### config.mk
export PLATFORM = sky130hd
export DESIGN_NAME = contador_ad_bcd_param
export DESIGN_NICKNAME = d
export VERILOG_FILES = /design/src/rtl/contador_ad_bcd_param_pkg.sv /design/src/rtl/bin2bcd_2dig.sv /design/src/rtl/contador_ad_bcd_param.sv
export SDC_FILE = /design/constraint.sdc
export NUM_CORES = 1
export LEC_CHECK = 0
export BUFFER_PORTS_ARGS = -buffer_cell sky130_fd_sc_hd__buf_2
export CAP_MARGIN = 20
export CORE_MARGIN = 2
export CORE_UTILIZATION = 44
export DETAILED_ROUTE_END_ITERATION = 8
export GPL_ROUTABILITY_DRIVEN = 0
export PLACE_DENSITY = 0.74
export SLEW_MARGIN = 40
export SYNTH_ARGS = -nofsm -noshare
export SYNTH_HDL_FRONTEND = slang
export SYNTH_SLANG_ARGS = --single-unit
### constraint.sdc
create_clock -name clk -period 5.6 [get_ports clk]
set_clock_uncertainty 0.2 [all_clocks]
set_input_delay 0.84 -clock clk [delete_from_list [all_inputs] [get_ports clk]]
set_output_delay 0.84 -clock clk [all_outputs]
set_load 0.05 [all_outputs]
### src/rtl/contador_ad_bcd_param_pkg.sv
`default_nettype none
// ============================================================================
//  Module   : contador_ad_bcd_param_pkg
//  Purpose  : Shared button-FSM state encodings for the BCD field counters.
//  Revision : 1.0  initial release
// ============================================================================
package contador_ad_bcd_param_pkg;

    typedef enum logic [1:0] {
        ST_IDLE   = 2'd0,
        ST_WAIT   = 2'd1,
        ST_REPEAT = 2'd2
    } btn_state_t;

endpackage : contador_ad_bcd_param_pkg
`default_nettype wire

### src/rtl/bin2bcd_2dig.sv
`default_nettype none
// ============================================================================
//  Module   : bin2bcd_2dig
//  Purpose  : Combinational 7-bit binary to two BCD digits (tens, units).
//  Revision : 1.0  initial release
// ============================================================================
module bin2bcd_2dig (
    input  logic [6:0] bin,
    output logic [3:0] tens,
    output logic [3:0] units
);

    // Threshold ladder instead of a divider; inputs above 99 are never fed in.
    always_comb begin
        tens = 4'd0;
        for (int t = 1; t < 10; t++) begin
            if (bin >= 7'(t * 10)) begin
                tens = 4'(t);
            end
        end
        units = 4'(bin - (7'(tens) * 7'd10));
    end

endmodule : bin2bcd_2dig
`default_nettype wire

### src/rtl/contador_ad_bcd_param.sv
`default_nettype none
// ============================================================================
//  Module   : contador_ad_bcd_param
//  Purpose  : Parameterised up/down BCD field counter with tap-step,
//             hold-delay auto-repeat, range-checked load and wrap pulses.
//  Revision : 1.0  initial release
// ============================================================================
module contador_ad_bcd_param
    import contador_ad_bcd_param_pkg::*;
#(
    parameter int MIN_VAL  = 0,
    parameter int MAX_VAL  = 59,
    parameter int SEL_CODE = 9,
    parameter int TICK_DIV = 12_500_000,
    parameter int HOLD_DLY = 4
) (
    input  logic       clk,
    input  logic       reset,
    input  logic [3:0] en_count,
    input  logic       enUP,
    input  logic       enDOWN,
    input  logic       load,
    input  logic [6:0] load_val,
    output logic [3:0] digit1,
    output logic [3:0] digit0,
    output logic       carry,
    output logic       borrow
);

    localparam int                  c_TICK_W    = (TICK_DIV > 1) ? $clog2(TICK_DIV) : 1;
    localparam int                  c_HOLD_W    = (HOLD_DLY > 1) ? $clog2(HOLD_DLY) : 1;
    localparam logic [c_TICK_W-1:0] c_TICK_LAST = c_TICK_W'(TICK_DIV - 1);
    localparam logic [c_HOLD_W-1:0] c_HOLD_LAST = c_HOLD_W'(HOLD_DLY - 1);
    localparam logic [6:0]          c_MIN       = 7'(MIN_VAL);
    localparam logic [6:0]          c_MAX       = 7'(MAX_VAL);

    logic [6:0]          r_q;
    btn_state_t          r_state;
    logic [c_TICK_W-1:0] r_tick_cnt;
    logic [c_HOLD_W-1:0] r_hold_cnt;
    logic                r_up_q;
    logic                r_dn_q;
    logic                r_run;
    logic                r_dir_up;

    logic w_active;
    logic w_tick;
    logic w_up_rise;
    logic w_dn_rise;
    logic w_press;
    logic w_held;
    logic w_enter_wait;
    logic w_load_ok;
    logic w_step;
    logic w_step_up;

    assign w_active  = (en_count == 4'(SEL_CODE));
    assign w_tick    = (r_tick_cnt == c_TICK_LAST);

    // r_run masks the first cycle after reset so a button held through
    // reset only reloads its registered copy instead of looking like a press.
    assign w_up_rise = enUP   & ~r_up_q & r_run;
    assign w_dn_rise = enDOWN & ~r_dn_q & r_run;

    assign w_press      = w_active & (enUP ^ enDOWN) & (w_up_rise | w_dn_rise);
    assign w_held       = w_active & (enUP ^ enDOWN) & (r_dir_up ? enUP : enDOWN);
    assign w_enter_wait = (r_state == ST_IDLE) & w_press & ~load;
    assign w_load_ok    = (int'(load_val) >= MIN_VAL) && (int'(load_val) <= MAX_VAL);

    always_comb begin
        w_step    = 1'b0;
        w_step_up = r_dir_up;
        unique case (r_state)
            ST_IDLE: begin
                w_step    = w_press;
                w_step_up = enUP;
            end
            ST_WAIT:   w_step = 1'b0;
            ST_REPEAT: w_step = w_held & w_tick;
            default:   w_step = 1'b0;
        endcase
    end

    always_ff @(posedge clk or posedge reset) begin
        if (reset) begin
            r_up_q <= 1'b0;
            r_dn_q <= 1'b0;
            r_run  <= 1'b0;
        end else begin
            r_up_q <= enUP;
            r_dn_q <= enDOWN;
            r_run  <= 1'b1;
        end
    end

    // Free-running divider, realigned so the first tick lands a full
    // period after the press.
    always_ff @(posedge clk or posedge reset) begin
        if (reset) begin
            r_tick_cnt <= '0;
        end else if (w_enter_wait || w_tick) begin
            r_tick_cnt <= '0;
        end else begin
            r_tick_cnt <= r_tick_cnt + 1'b1;
        end
    end

    always_ff @(posedge clk or posedge reset) begin
        if (reset) begin
            r_state    <= ST_IDLE;
            r_hold_cnt <= '0;
            r_dir_up   <= 1'b0;
        end else if (load) begin
            r_state    <= ST_IDLE;
            r_hold_cnt <= '0;
        end else begin
            unique case (r_state)
                ST_IDLE: begin
                    if (w_press) begin
                        r_state    <= ST_WAIT;
                        r_dir_up   <= enUP;
                        r_hold_cnt <= '0;
                    end
                end
                ST_WAIT: begin
                    if (!w_held) begin
                        r_state <= ST_IDLE;
                    end else if (w_tick) begin
                        if (r_hold_cnt == c_HOLD_LAST) begin
                            r_state    <= ST_REPEAT;
                            r_hold_cnt <= '0;
                        end else begin
                            r_hold_cnt <= r_hold_cnt + 1'b1;
                        end
                    end
                end
                ST_REPEAT: begin
                    if (!w_held) begin
                        r_state <= ST_IDLE;
                    end
                end
                default: r_state <= ST_IDLE;
            endcase
        end
    end

    always_ff @(posedge clk or posedge reset) begin
        if (reset) begin
            r_q    <= c_MIN;
            carry  <= 1'b0;
            borrow <= 1'b0;
        end else begin
            carry  <= 1'b0;
            borrow <= 1'b0;
            if (load) begin
                if (w_load_ok) begin
                    r_q <= load_val;
                end
            end else if (w_step) begin
                if (w_step_up) begin
                    if (r_q == c_MAX) begin
                        r_q   <= c_MIN;
                        carry <= 1'b1;
                    end else begin
                        r_q <= r_q + 7'd1;
                    end
                end else begin
                    if (r_q == c_MIN) begin
                        r_q    <= c_MAX;
                        borrow <= 1'b1;
                    end else begin
                        r_q <= r_q - 7'd1;
                    end
                end
            end
        end
    end

    bin2bcd_2dig u_bcd (
        .bin   (r_q),
        .tens  (digit1),
        .units (digit0)
    );

endmodule : contador_ad_bcd_param
`default_nettype wire
**Word level (Yosys, flattened, before mapping)**

Cells that the tools add are included.

- $add $sub $neg: 5
- $mul: 1
- Magnitude comparators: 10
- Equality and inequality tests: 13
- Muxes and demuxes: 40
- Bitwise operators: 15
- Reduce and logical (&&, ||, !) cells: 9

Operators with widths:

| cell | number |
|---|---|
| 2-to-1 mux 7 bit | 6 |
| 2-to-1 mux 2 bit | 13 |
| adder 24 x 1 -> 24 bit, second input constant | 1 |
| == test 24 bit, second input constant | 1 |
| 2-to-1 mux 24 bit | 1 |
| greater-or-equal comparator 7 x 6 -> 1 bit, second input constant | 3 |
| greater-or-equal comparator 7 bit, second input constant | 3 |
| greater-or-equal comparator 7 x 5 -> 1 bit, second input constant | 2 |
| 2-to-1 mux 3 bit | 4 |
| inequality test 3 bit, second input constant | 4 |
| 2-to-1 mux 1 bit | 11 |
| AND 1 bit | 10 |
| 2-to-1 mux 4 bit | 2 |
| inequality test 4 bit, second input constant | 2 |
| AND reduction 4 bit | 2 |
| adder 7 x 1 -> 7 bit, second input constant | 1 |
| == test 7 x 6 -> 1 bit, second input constant | 1 |
| greater-or-equal comparator 7 x 4 -> 1 bit, second input constant | 1 |
| <= comparator 7 x 6 -> 1 bit, second input constant | 1 |
| logical NOT 7 bit | 1 |
| subtractor 7 x 1 -> 7 bit, second input constant | 1 |
| case mux 2 bit (3 select lines) | 1 |
| == test 2 bit, second input constant | 2 |
| == test 4 bit, second input constant | 1 |
| 16 further kinds | 18 |

- Flip-flop bits (word level): 41
- Input bits: 16
- Output and inout bits: 10
- Logic and storage cells: 103

**Depth between registers and ports, before layout**

Gate-level depths: netlist (run 1).

- Depth in word-level cells: 12
- Depth in mapped cells: 11
- Depth with buffers taken out: 11

**Cells and area by module**

A second synthesis (run 1) with hierarchy kept.

- Cell total of the unflattened synthesis: 291
- Area total of the unflattened synthesis: 2580.0 um^2

Modules (own cells, without submodules):

| module | instances | cells each | area each (um^2) |
|---|---|---|---|
| contador_ad_bcd_param | 1 | 253 | 2348.5 |
| bin2bcd_2dig | 1 | 38 | 231.5 |

**Least setup slack after synthesis (run 1)**

Ideal clock, no wire load.

- Path kind: reg2out
- From: register r_q[2]
- To: output port digit0[3]
- Arrival: 3873 ps
- Data required time: 4560 ps
- Setup slack: 687 ps
- Cell stages (with the launch flop): 11
- Cells stage by stage: dfrtp_1 -> clkbuf_1 -> clkbuf_1 -> o21ai_0 -> o21ai_0 -> a22oi_1 -> o21ai_0 -> fa_1 -> xor2_1 -> xnor2_1 -> xnor2_1

RTL lines:

| element | line | RTL |
|---|---|---|
| start, declared | contador_ad_bcd_param.sv:37 | `logic [6:0] r_q;` |
| start signal, assigned | contador_ad_bcd_param.sv:149 | `r_q <= c_MIN;` |
| start signal, assigned | contador_ad_bcd_param.sv:157 | `r_q <= load_val;` |
| start signal, assigned | contador_ad_bcd_param.sv:162 | `r_q <= c_MIN;` |
| greater-or-equal comparator 7 x 5 -> 1 bit | bin2bcd_2dig.sv:17 | `if (bin >= 7'(t * 10)) begin` |
| 2-to-1 mux 2 bit (2 in series) | bin2bcd_2dig.sv:17 |  |
| 2-to-1 mux 3 bit (4 in series) | bin2bcd_2dig.sv:17 |  |
| 2-to-1 mux 4 bit | bin2bcd_2dig.sv:17 |  |
| 2-to-1 mux 4 bit (*) | bin2bcd_2dig.sv:17 |  |
| via digit1[1] | contador_ad_bcd_param.sv:24 | `output logic [3:0] digit1,` |
| multiplier 4 x 3 -> 3 bit (*) | bin2bcd_2dig.sv:21 | `units = 4'(bin - (7'(tens) * 7'd10));` |
| subtractor 4 bit (*) | bin2bcd_2dig.sv:21 |  |
| end, declared | contador_ad_bcd_param.sv:25 | `output logic [3:0] digit0,` |

Mark *: on every way through the listed nets, which the timed path passes. The rest lies on a longest branch.

**Worst setup path after layout (run 1)**

- From: register r_q[0]
- To: output port digit0[3]

- Longest elaborated chain between the ends: 12

Ends and longest elaborated chain:

| element | line |
|---|---|
| greater-or-equal comparator 7 x 4 -> 1 bit | bin2bcd_2dig.sv:17 |
| 2-to-1 mux 1 bit | bin2bcd_2dig.sv:17 |
| 2-to-1 mux 2 bit (2 in series) | bin2bcd_2dig.sv:17 |
| 2-to-1 mux 3 bit (4 in series) | bin2bcd_2dig.sv:17 |
| 2-to-1 mux 4 bit (2 in series) | bin2bcd_2dig.sv:17 |
| multiplier 4 x 3 -> 3 bit | bin2bcd_2dig.sv:21 |
| subtractor 4 bit (*) | bin2bcd_2dig.sv:21 |

Every way passes the cells marked *; elsewhere a longest branch is shown, timed or not.

==> results.txt, run 1 <==
buffer and inverter count on the worst path = 2
dominant synthesized flop cell = sky130_fd_sc_hd__dfrtp_1
number of DRC violations after detailed routing = 0
Slowest cell on crit path = sky130_fd_sc_hd__dfrtp_1
Synth Net Count = 335
clock latency on the worst-skew pair = 0.30 ns
EDFF count, synth = 0
post-layout min period = 4.228 ns
unrepaired setup endpoints after global routing = false
fraction of layout instances using a drive strength above 1 = 0.1818
maximum buffer depth of the clock tree = 2
Req. time, crit path = 4.56 ns
H-Tree Depth = 2
starting density of the core = 0.4526
total gr overflow = 0
TritonCTS clock tree = done
core box area = 0.006350 mm^2
Post-Syn Area = 0.002874 mm^2
Period Utilization, post-route = 0.7550
Area growth syn-to-layout = 7.749%
fraction of registers with async set or reset after synthesis = 1.000
CTS-repair resized insts = 0
critical path data arrival time = 3.19 ns
hold crit path type = flip-flop to flip-flop
DPL Wire Length = 4436 um
wire length of the first global-routing pass = 10,760 um
Slew HR = 0.5144
count of nets left with antenna violations after detail routing = 0
Multi-input gate area = 0.001703 mm^2
dominant delay contributor by cell family on the critical path = adder cells
CP peak stage delay = 0.49 ns
total vias in the final route = 2,384
largest voltage drop on the vdd net = 338.2 uV
antenna diode count = 0
tightest hold margin = 0.3131 ns
cell type contributing the most total cell area after synthesis = sky130_fd_sc_hd__dfrtp_1
synth warn = 0
final slew viol count = 0
endpoint kind of the worst setup timing path = output port
dominant cells by area after synthesis = sky130_fd_sc_hd__dfrtp_1, sky130_fd_sc_hd__nor2_1, sky130_fd_sc_hd__xnor2_1
filler cell count in the final layout = 588
number of unique standard cell types used by synthesis = 73
critical path type = flip-flop to output port
highest attainable clock frequency = 236.5 MHz
result of the run = completed
cell count after synthesis = 312
final hold violation count = 0
Port-buffer cells = 25
number of buffers added by the clock tree synthesis step = 5
Top Ports = 26
number of DRC markers after the initial detailed-route iteration = 151
clock-pin transition on the worst setup and hold timing paths = 0.08 ns
mean number of vias per cell = 5.857
routed wirelength normalized by instance count = 15.17 um
Row Count = 29
Detailed Route WL = 6173 um
setup violation total in the final timing report = 0
sequential-to-total area share from yosys stat = 0.3570
largest net degree at the start of global routing = 42
number of synthesized register bits = 41
number of nets in the final layout = 353
maximum fanout along the worst path = 9
power per unit of standard cell area = 323.3 mW/mm^2
DRT Pass-1 Iters = 4
Die Span X = 84.82 um
post-synthesis average cell area = 9.212 um^2
number of post-CTS setup repair buffers = 0
number of max-capacitance violations reported = 0
Clock Sinks = 41
element type at the critical path start = flip-flop
cell breakdown of the critical path = inv_1, ha_1, o21ba_2, o21ai_0, a221oi_1, o211a_1, ha_1, fa_1, xor2_1, xnor2_1, xnor2_1, buf_2
total track usage = 0.1823
antenna violations before repair = 0
accumulated negative setup slack = 0 ns
cell at the root of the clock tree = sky130_fd_sc_hd__clkbuf_8
transition at the pin with the smallest max-transition slack = 0.7218 ns
vias in the first global route = 2,271
number of hold-repair buffers added at the cts stage = 0
floorplan die height = 84.82 um
Leak Pwr = 1.372 nW
area occupied by registers = 0.001026 mm^2
area share of the largest cell type after synthesis = 0.3570
die area = 0.007194 mm^2
[metal layers]
metal,global-route usage,vias to the layer above,routed length (um)
li1,-,1170,-
met1,0.2585,1129,2908
met2,0.2842,75,2802
met3,0.02918,10,362
met4,0.06494,0,99
met5,0,-,0
[stage by stage]
| step | area (um^2) | util | setup slack [ns] | std cells | power (mW) |
|---|---|---|---|---|---|
| after CTS | 3097 | 0.4877 | 1.365 | 407 | 1.009 |
| after floorplan | 2874 | - | 0.6872 | 312 | 0.7210 |
| after detailed placement | 3010 | 0.4741 | 1.699 | 400 | 0.8052 |
| final | 3097 | 0.4877 | 1.372 | 407 | 1.001 |
| after global routing | 3097 | 0.4877 | 1.142 | 407 | 1.068 |
| after global placement | 3010 | 0.4741 | 1.797 | 400 | 0.7944 |
[Yosys cell counts (4+ instances only)]
cell / instances
sky130_fd_sc_hd__o21ai_0: 7
sky130_fd_sc_hd__nor3b_1: 6
sky130_fd_sc_hd__clkbuf_1: 5
sky130_fd_sc_hd__o31ai_1: 4
sky130_fd_sc_hd__inv_1: 14
sky130_fd_sc_hd__o211ai_1: 4
sky130_fd_sc_hd__nor3_1: 7
sky130_fd_sc_hd__a21oi_1: 9
sky130_fd_sc_hd__nand3_1: 18
sky130_fd_sc_hd__xor2_1: 12
sky130_fd_sc_hd__nand4_1: 6
sky130_fd_sc_hd__nand2_1: 21
sky130_fd_sc_hd__ha_1: 6
sky130_fd_sc_hd__nand2b_1: 9
sky130_fd_sc_hd__buf_4: 5
sky130_fd_sc_hd__nor2_1: 37
sky130_fd_sc_hd__and3_1: 7
sky130_fd_sc_hd__xnor2_1: 13
sky130_fd_sc_hd__dfrtp_1: 41
[cell type report]
class | count | share of cell area
multi-input cells | 242 | 0.5499
inverters | 14 | 0.01697
well taps | 77 | 0.03111
repair buffers | 26 | 0.04283
flip-flops and latches | 41 | 0.3313
clock buffers | 7 | 0.02788
[logic make-up after synthesis]
| logic type | share of synthesized area |
|---|---|
| xor gates and xnor gates | 0.07619 |
| buffers and inverters | 0.05050 |
| AOI/OAI and AO/OA | 0.1472 |
| DFF | 0.3570 |
| muxes | 0.02220 |
| adders and majority gates | 0.03309 |
| and+or+nand+nor | 0.3126 |
| other | 0.001305 |
[placed cells by master (no fill, tap or decap), types with 7 or more instances in the layout]
cell type,netlist,layout
sky130_fd_sc_hd__dfrtp_1,41,41
sky130_fd_sc_hd__nor2_1,37,37
sky130_fd_sc_hd__buf_2,1,25
sky130_fd_sc_hd__nand2_1,21,21
sky130_fd_sc_hd__nand3_1,18,18
sky130_fd_sc_hd__inv_1,14,14
sky130_fd_sc_hd__xnor2_1,13,13
sky130_fd_sc_hd__xor2_1,12,12
sky130_fd_sc_hd__nand2b_1,9,9
sky130_fd_sc_hd__a21oi_1,9,9
sky130_fd_sc_hd__nor3_1,7,7
sky130_fd_sc_hd__and3_1,7,7
sky130_fd_sc_hd__o21ai_0,7,7
[power breakdown]
part | total (mW) | switching, mW | internal, mW
combinational | 0.392 | 0.258 | 0.133
sequential | 0.409 | 0.0771 | 0.332
clock | 0.200 | 0.103 | 0.0979
total | 1.00 | 0.438 | 0.563
[flip-flops by register name, summed over array words and instances (netlist names)]
signal	cells
borrow	1
carry	1
r_dir_up	1
r_dn_q	1
r_hold_cnt	2
r_q	7
r_run	1
r_state	2
r_tick_cnt	24
r_up_q	1
[worst register-to-register path: stages, from the launching register on]
cell and delay (ns):
sky130_fd_sc_hd__dfrtp_1 0.41, sky130_fd_sc_hd__ha_1 0.26, sky130_fd_sc_hd__nand4_2 0.28, sky130_fd_sc_hd__nor4_1 0.72
sky130_fd_sc_hd__nand3_1 0.18, sky130_fd_sc_hd__xor2_1 0.18, sky130_fd_sc_hd__nor2_1 0.06
[final timing paths]
check                      cells past startpoint  slack [ns]        endpoint     startpoint
setup / recovery                              12        1.37       digit0[3]         r_q[0]
hold / removal                                 1        0.31   r_tick_cnt[0]  r_tick_cnt[0]
setup reg to reg                               6        3.18  r_tick_cnt[22]  r_tick_cnt[0]
hold reg to reg                                1        0.31   r_tick_cnt[0]  r_tick_cnt[0]
max in group asynchronous                      3        4.38  r_tick_cnt[23]          reset
min in group asynchronous                      3        0.45   r_tick_cnt[2]          reset
Note: power is estimated with default switching activity, not from simulation.
==> run 2, diff against run 1 <==
Settings changed: PLACE_DENSITY 0.74 to 0.76.
Clock period 5.6 ns to 3.6 ns, I/O delays scaled along.
==> results.txt, run 2 (synthesized netlist as in run 1, its figures left out) <==
sw power = 730.2 uW (+67%)
FF-to-FF path depth = 8 (+2)
starting density of the core = 0.4526 (unchanged)
destination of the worst register-to-register timing path = r_q[2]
critical path data arrival time = 2.79 ns (-0.40 ns)
combinational power share = 0.430 (+0.039)
number of max-capacitance violations reported = 0 (unchanged)
Final Cell Area = 0.003267 mm^2 (+5.5%)
number of placed instances, taps included = 408 (+2.0%)
CP peak stage delay = 0.37 ns (-0.12 ns)
setup violation total in the final timing report = 0 (unchanged)
number of DRC markers after the initial detailed-route iteration = 172 (+14%)
accumulated negative setup slack = 0 ns (unchanged)
max FFs per register = 24 (unchanged)
critical register-to-register path startpoint = r_q[1]
Row Count = 29 (unchanged)
overall power consumption = 1.762 mW (+76%)
largest voltage drop on the vdd net = 1149 uV (+240%)
Detailed Route WL = 6500 um (+5.3%)
non-filler cells, final = 417 (+2.5%)
total gr overflow = 0 (unchanged)
sw frac = 0.4144 (-0.02327)
critical path type = flip-flop to output port
Clock Sinks = 41 (unchanged)
count of nets left with antenna violations after detail routing = 0 (unchanged)
DRT Pass-1 Iters = 6 (+2)
floorplan die height = 84.82 um (unchanged)
most used cells in the layout excluding fill and tap cells = sky130_fd_sc_hd__dfrtp_1, sky130_fd_sc_hd__nor2_1, sky130_fd_sc_hd__buf_2
wire length of the first global-routing pass = 10,780 um (+0.12%)
highest attainable clock frequency = 283.5 MHz
final slew viol count = 0 (unchanged)
core box area = 0.006350 mm^2 (unchanged)
start point of the critical path = r_q[0]
element type at the critical path start = flip-flop
total vias in the final route = 2,490 (+4.4%)
final hold violation count = 0 (unchanged)
Period Utilization, post-route = 0.9797
most common cell after layout, fill and taps aside = sky130_fd_sc_hd__dfrtp_1
antenna diode count = 0 (unchanged)
transition at the pin with the smallest max-transition slack = 0.6831 ns (-0.03864 ns)
maximum buffer depth of the clock tree = 2 (unchanged)
vias in the first global route = 2,279 (+0.35%)
clock-pin transition on the worst setup and hold timing paths = 0.09 ns (about the same)
DPL Wire Length = 4750 um (+7.1%)
Area growth syn-to-layout = 13.67%
register with the most flip-flops = r_tick_cnt
mean number of vias per cell = 5.971 (+1.9%)
Slowest cell on crit path = sky130_fd_sc_hd__dfrtp_2
fraction of layout instances using a drive strength above 1 = 0.2471 (+0.06524)
hold crit path type = primary input to async pin
cell breakdown of the critical path = inv_2, ha_2, o21ba_4, o21ai_2, a221oi_2, o211a_4, ha_4, fa_2, xor2_1, xnor2_1, xnor2_2, buf_6
Req. time, crit path = 2.86 ns (-1.70 ns)
buffer and inverter count on the worst path = 2 (unchanged)
Cell Area, Placed = 0.003103 mm^2 (+3.1%)
result of the run = completed
Power Internal = 1.032 mW (+83%)
die area = 0.007194 mm^2 (unchanged)
Die Span X = 84.82 um (unchanged)
maximum fanout along the worst path = 3 (-6)
Top Ports = 26 (unchanged)
antenna violations before repair = 0 (unchanged)
Worst R2R Setup Slack = 1.13 ns (-2.05 ns)
dominant delay contributor by cell family on the critical path = compound AO/OA/AOI/OAI gates
clock latency on the worst-skew pair = 0.30 ns (about the same)
cell at the root of the clock tree = sky130_fd_sc_hd__clkbuf_8
tightest hold margin = 0.1082 ns (-0.2048 ns)
endpoint kind of the worst setup timing path = output port
number of DRC violations after detailed routing = 0 (unchanged)
total track usage = 0.1818 (-0.0005786)
Slew HR = 0.5404 (+0.02600)
H-Tree Depth = 2 (unchanged)
Port-buffer cells = 25 (unchanged)
number of buffers added by the clock tree synthesis step = 5 (unchanged)
Leak Pwr = 1.442 nW (+5.1%)
routed wirelength normalized by instance count = 15.59 um (+2.8%)
unrepaired setup endpoints after global routing = true
proportion of power drawn by the clock network = 0.226 (+0.026)
largest net degree at the start of global routing = 30 (-29%)
largest registers in the final layout = r_tick_cnt (24), r_q (7)
post-layout min period = 3.527 ns
number of nets in the final layout = 362 (+2.5%)
power per unit of standard cell area = 539.4 mW/mm^2 (+67%)
TritonCTS clock tree = done
relative contribution of sequential cells to total power = 0.343 (-0.065)
[run 2: cell types whose count changed in the layout (fill, tap and decap cells not counted), moves of 2 or more]
cell / change
sky130_fd_sc_hd__buf_4: +9
sky130_fd_sc_hd__dfrtp_1: -2
sky130_fd_sc_hd__dfrtp_2: +2
sky130_fd_sc_hd__ha_1: -2
sky130_fd_sc_hd__inv_1: -2
sky130_fd_sc_hd__inv_2: +2
sky130_fd_sc_hd__o21ai_0: -3
sky130_fd_sc_hd__o21ai_2: +2
[run 2: stage by stage]
step	setup slack, ns	util
6_report	0.07293	0.5145
5_1_grt	-0.04935	0.5145
4_1_cts	0.01460	0.5113
3_5_place_dp	0.1530	0.4887
3_3_place_gp	0.2350	0.4887
2_1_floorplan	0.01245	-
[run 2: worst max path at each step]
stage                      endpoint  slack (ns)  depth (start not counted)
final                     digit0[3]        0.07                         12
after global routing      digit0[3]       -0.05                         12
after CTS                 digit0[3]        0.01                         12
after detailed placement  digit0[3]        0.15                         12
after global placement    digit0[3]        0.23                         12
after floorplan           digit0[3]        0.01                         11
[run 2: power by group through the flow]
stage / Combinational (mW) / Clock (mW) / Sequential (mW)
floorplan: 0.570 / 0 / 0.589
global placement: 0.690 / 0 / 0.606
detailed placement: 0.707 / 0 / 0.611
CTS: 0.746 / 0.404 / 0.605
global route: 0.821 / 0.425 / 0.617
finish: 0.758 / 0.399 / 0.605
[run 2: metal layers]
layer | track usage | wire length [um] | share of wire | vias to the layer above
li1 | - | - | - | 1187
met1 | 0.2434 | 2779 | 0.43 | 1190
met2 | 0.3071 | 3212 | 0.49 | 101
met3 | 0.04183 | 449 | 0.069 | 12
met4 | 0.03030 | 58 | 0.0089 | 0
met5 | 0 | 0 | 0 | -
[run 2: final cells by class]
cell class / count / area, um^2
Timing Repair Buffer: 35 / 206.4
Fill cell: 568 / 3083
Clock buffer: 6 / 82.58
Clock inverter: 2 / 37.54
Sequential cell: 41 / 1028
Multi-Input combinational cell: 242 / 1763
Inverter: 14 / 52.55
Tap cell: 77 / 96.34
[run 2: repair_timing]
action / 4_1_cts / 5_1_grt
hold buffers: 0 / 0
setup endpoints to repair: 1 / 1
buffers inserted: 0 / 1
resized for setup: 6 / 4
pin swaps: 4 / 3
==> run 3, diff against run 2 <==
Settings changed: BUFFER_PORTS_ARGS -buffer_cell sky130_fd_sc_hd__buf_2 to default, CORE_ASPECT_RATIO from default to 2, DONT_BUFFER_PORTS from default to 1, PLACE_DENSITY 0.76 to 0.7.
==> results.txt, run 3 (synthesized netlist as in run 1, its figures left out) <==
result of the run = completed
fraction of layout instances using a drive strength above 1 = 0.2019 (-0.04517)
met2 WL post-DR = 4212 um (+31%)
relative contribution of sequential cells to total power = 0.314 (-0.029)
Period Utilization, post-route = 0.9826 (+0.002808)
maximum buffer depth of the clock tree = 2 (unchanged)
number of DRC violations after detailed routing = 0 (unchanged)
number of nets in the final layout = 339 (-6.4%)
antenna violations before repair = 0 (unchanged)
Die Span X = 61.15 um (-28%)
final slew viol count = 0 (unchanged)
total gr overflow = 0 (unchanged)
tightest hold margin = 0.07233 ns (-0.03590 ns)
Slowest cell on crit path = sky130_fd_sc_hd__dfrtp_2
start point of the critical path = r_q[0]
clock-pin transition on the worst setup and hold timing paths = 0.06 ns (-0.03 ns)
Req. time, crit path = 2.86 ns (about the same)
critical path data arrival time = 2.80 ns (about the same)
core utilization of the finished layout = 0.5142 (about the same)
antenna diode count = 0 (unchanged)
unrepaired setup endpoints after global routing = true
non-filler cells, final = 403 (-3.4%)
CP peak stage delay = 0.36 ns (about the same)
timing endpoint of the critical path = digit0[3]
overall power consumption = 1.954 mW (+11%)
power per unit of standard cell area = 602.3 mW/mm^2 (+12%)
mean number of vias per cell = 6.012 (+0.69%)
register with the most flip-flops = r_tick_cnt
core box area = 0.006310 mm^2 (-0.63%)
top routing layer in use = met4
FF-to-FF path depth = 7 (-1)
H-Tree Depth = 2 (unchanged)
Slew HR = 0.5122 (-0.02815)
TritonCTS clock tree = done
wire length of the first global-routing pass = 12,280 um (+14%)
floorplan die height = 118.3 um (+39%)
Final Cell Area = 0.003244 mm^2 (-0.69%)
transition at the pin with the smallest max-transition slack = 0.7256 ns (+0.04248 ns)
number of hold-repair buffers added at the cts stage = 0 (unchanged)
Cell Area, Placed = 0.003028 mm^2 (-2.4%)
sw power = 767.3 uW (+5.1%)
DPL Wire Length = 5412 um (+14%)
max FFs per register = 24 (unchanged)
highest attainable clock frequency = 282.7 MHz (-0.29%)
Power Internal = 1.187 mW (+15%)
Clock Sinks = 41 (unchanged)
DRT Pass-1 Iters = 4 (-2)
maximum fanout along the worst path = 3 (unchanged)
number of DRC markers after the initial detailed-route iteration = 176 (+2.3%)
Leak Pwr = 1.378 nW (-4.4%)
Area growth syn-to-layout = 12.89%
met3 layer wire length in the routed design = 200 um (-55%)
cell at the root of the clock tree = sky130_fd_sc_hd__clkbuf_16
critical path type = flip-flop to output port
final hold violation count = 0 (unchanged)
sw frac = 0.3927 (-0.02170)
die area = 0.007234 mm^2 (+0.55%)
hold crit path type = primary input to async pin
Post-Route M1 WL = 2550 um (-8.2%)
Top Ports = 26 (unchanged)
filler cell count in the final layout = 610 (+7.4%)
endpoint kind of the worst setup timing path = output port
Setup WS pre-CTS = 0.2763 ns (+0.1232 ns)
Worst R2R Setup Slack = 0.89 ns (-0.24 ns)
Detailed Route WL = 7261 um (+12%)
Row Count = 41 (+41%)
clock latency on the worst-skew pair = 0.28 ns (-0.02 ns)
count of nets left with antenna violations after detail routing = 0 (unchanged)
destination of the worst register-to-register timing path = r_q[5]
most used cells in the layout excluding fill and tap cells = sky130_fd_sc_hd__nor2_1, sky130_fd_sc_hd__dfrtp_1, sky130_fd_sc_hd__nand2_1
vias in the first global route = 2,565 (+13%)
total vias in the final route = 2,423 (-2.7%)
accumulated negative setup slack = 0 ns (unchanged)
element type at the critical path start = flip-flop
largest voltage drop on the vdd net = 227.4 uV (-80%)
number of buffers added by the clock tree synthesis step = 5 (unchanged)
Port-buffer cells = 0 (-100%)
cell breakdown of the critical path = inv_2, ha_2, o21ba_4, o21ai_2, a221oi_2, o211a_4, ha_4, fa_2, xor2_1, xnor2_1, xnor2_2, buf_12
setup slack after layout = 0.06282 ns (-0.01011 ns)
routed wirelength normalized by instance count = 18.02 um (+16%)
critical register-to-register path startpoint = r_q[0]
proportion of power drawn by the clock network = 0.271 (+0.045)
setup violation total in the final timing report = 0 (unchanged)
starting density of the core = 0.4555 (+0.002872)
total track usage = 0.2226 (+0.04081)
post-layout min period = 3.537 ns (+0.01011 ns)
number of max-capacitance violations reported = 0 (unchanged)
largest registers in the final layout = r_tick_cnt (24), r_q (7)
combinational power share = 0.415 (-0.015)
number of placed instances, taps included = 395 (-3.2%)
largest net degree at the start of global routing = 42 (+40%)
[run 3: cell types whose count changed in the layout (fill, tap and decap cells not counted), sizes merged]
| cell | change |
|---|---|
| buf | -23 |
[run 3: power by group through the flow]
stage	registers (mW)	clock network [mW]	logic, mW
floorplan	0.589	0	0.570
global placement	0.609	0	0.763
detailed placement	0.614	0	0.781
CTS	0.606	0.540	0.788
global route	0.626	0.561	0.877
finish	0.614	0.529	0.811
[run 3: final cells by class]
type / instances / area, um^2 / share of cell area
clock buffers: 6 / 138.9 / 0.04281
clock inverters: 2 / 37.54 / 0.01157
repair buffers: 12 / 106.4 / 0.03278
inverters: 14 / 52.55 / 0.01620
multi-input cells: 242 / 1770 / 0.5457
well taps: 86 / 107.6 / 0.03317
flip-flops and latches: 41 / 1031 / 0.3178
[run 3: per-layer routing]
layer,track usage,up-vias
li1,-,1139
met1,0.2355,1192
met2,0.3996,66
met3,0.03063,26
met4,0.1101,0
met5,0,-
[run 3: repair_timing]
action | in CTS | in global routing
gates resized for setup | 2 | 10
buffers inserted | 0 | 0
pin swaps | 2 | 8
setup endpoints to repair | 1 | 1
[run 3: worst min path at each step]
stage | end | slack (ns) | from | cells past startpoint
after floorplan | r_tick_cnt[0] | 0.27 | r_tick_cnt[0] | 1
after global placement | r_tick_cnt[0] | 0.31 | r_tick_cnt[0] | 1
after detailed placement | r_tick_cnt[0] | 0.31 | r_tick_cnt[0] | 1
after CTS | r_up_q | 0.08 | enUP | 0
after global routing | r_up_q | 0.07 | enUP | 0
final | borrow | 0.07 | reset | 2
[run 3: worst max-delay path, delay by kind of cell, from the launching register on]
| kind | cells | cell delay [ns] |
|---|---|---|
| AO/OA/AOI/OAI | 4 | 0.69 |
| adder cells (fa/ha/maj) | 3 | 0.67 |
| buffers and inverters | 2 | 0.22 |
| XOR/XNOR | 3 | 0.57 |
| flip-flops | 1 | 0.36 |
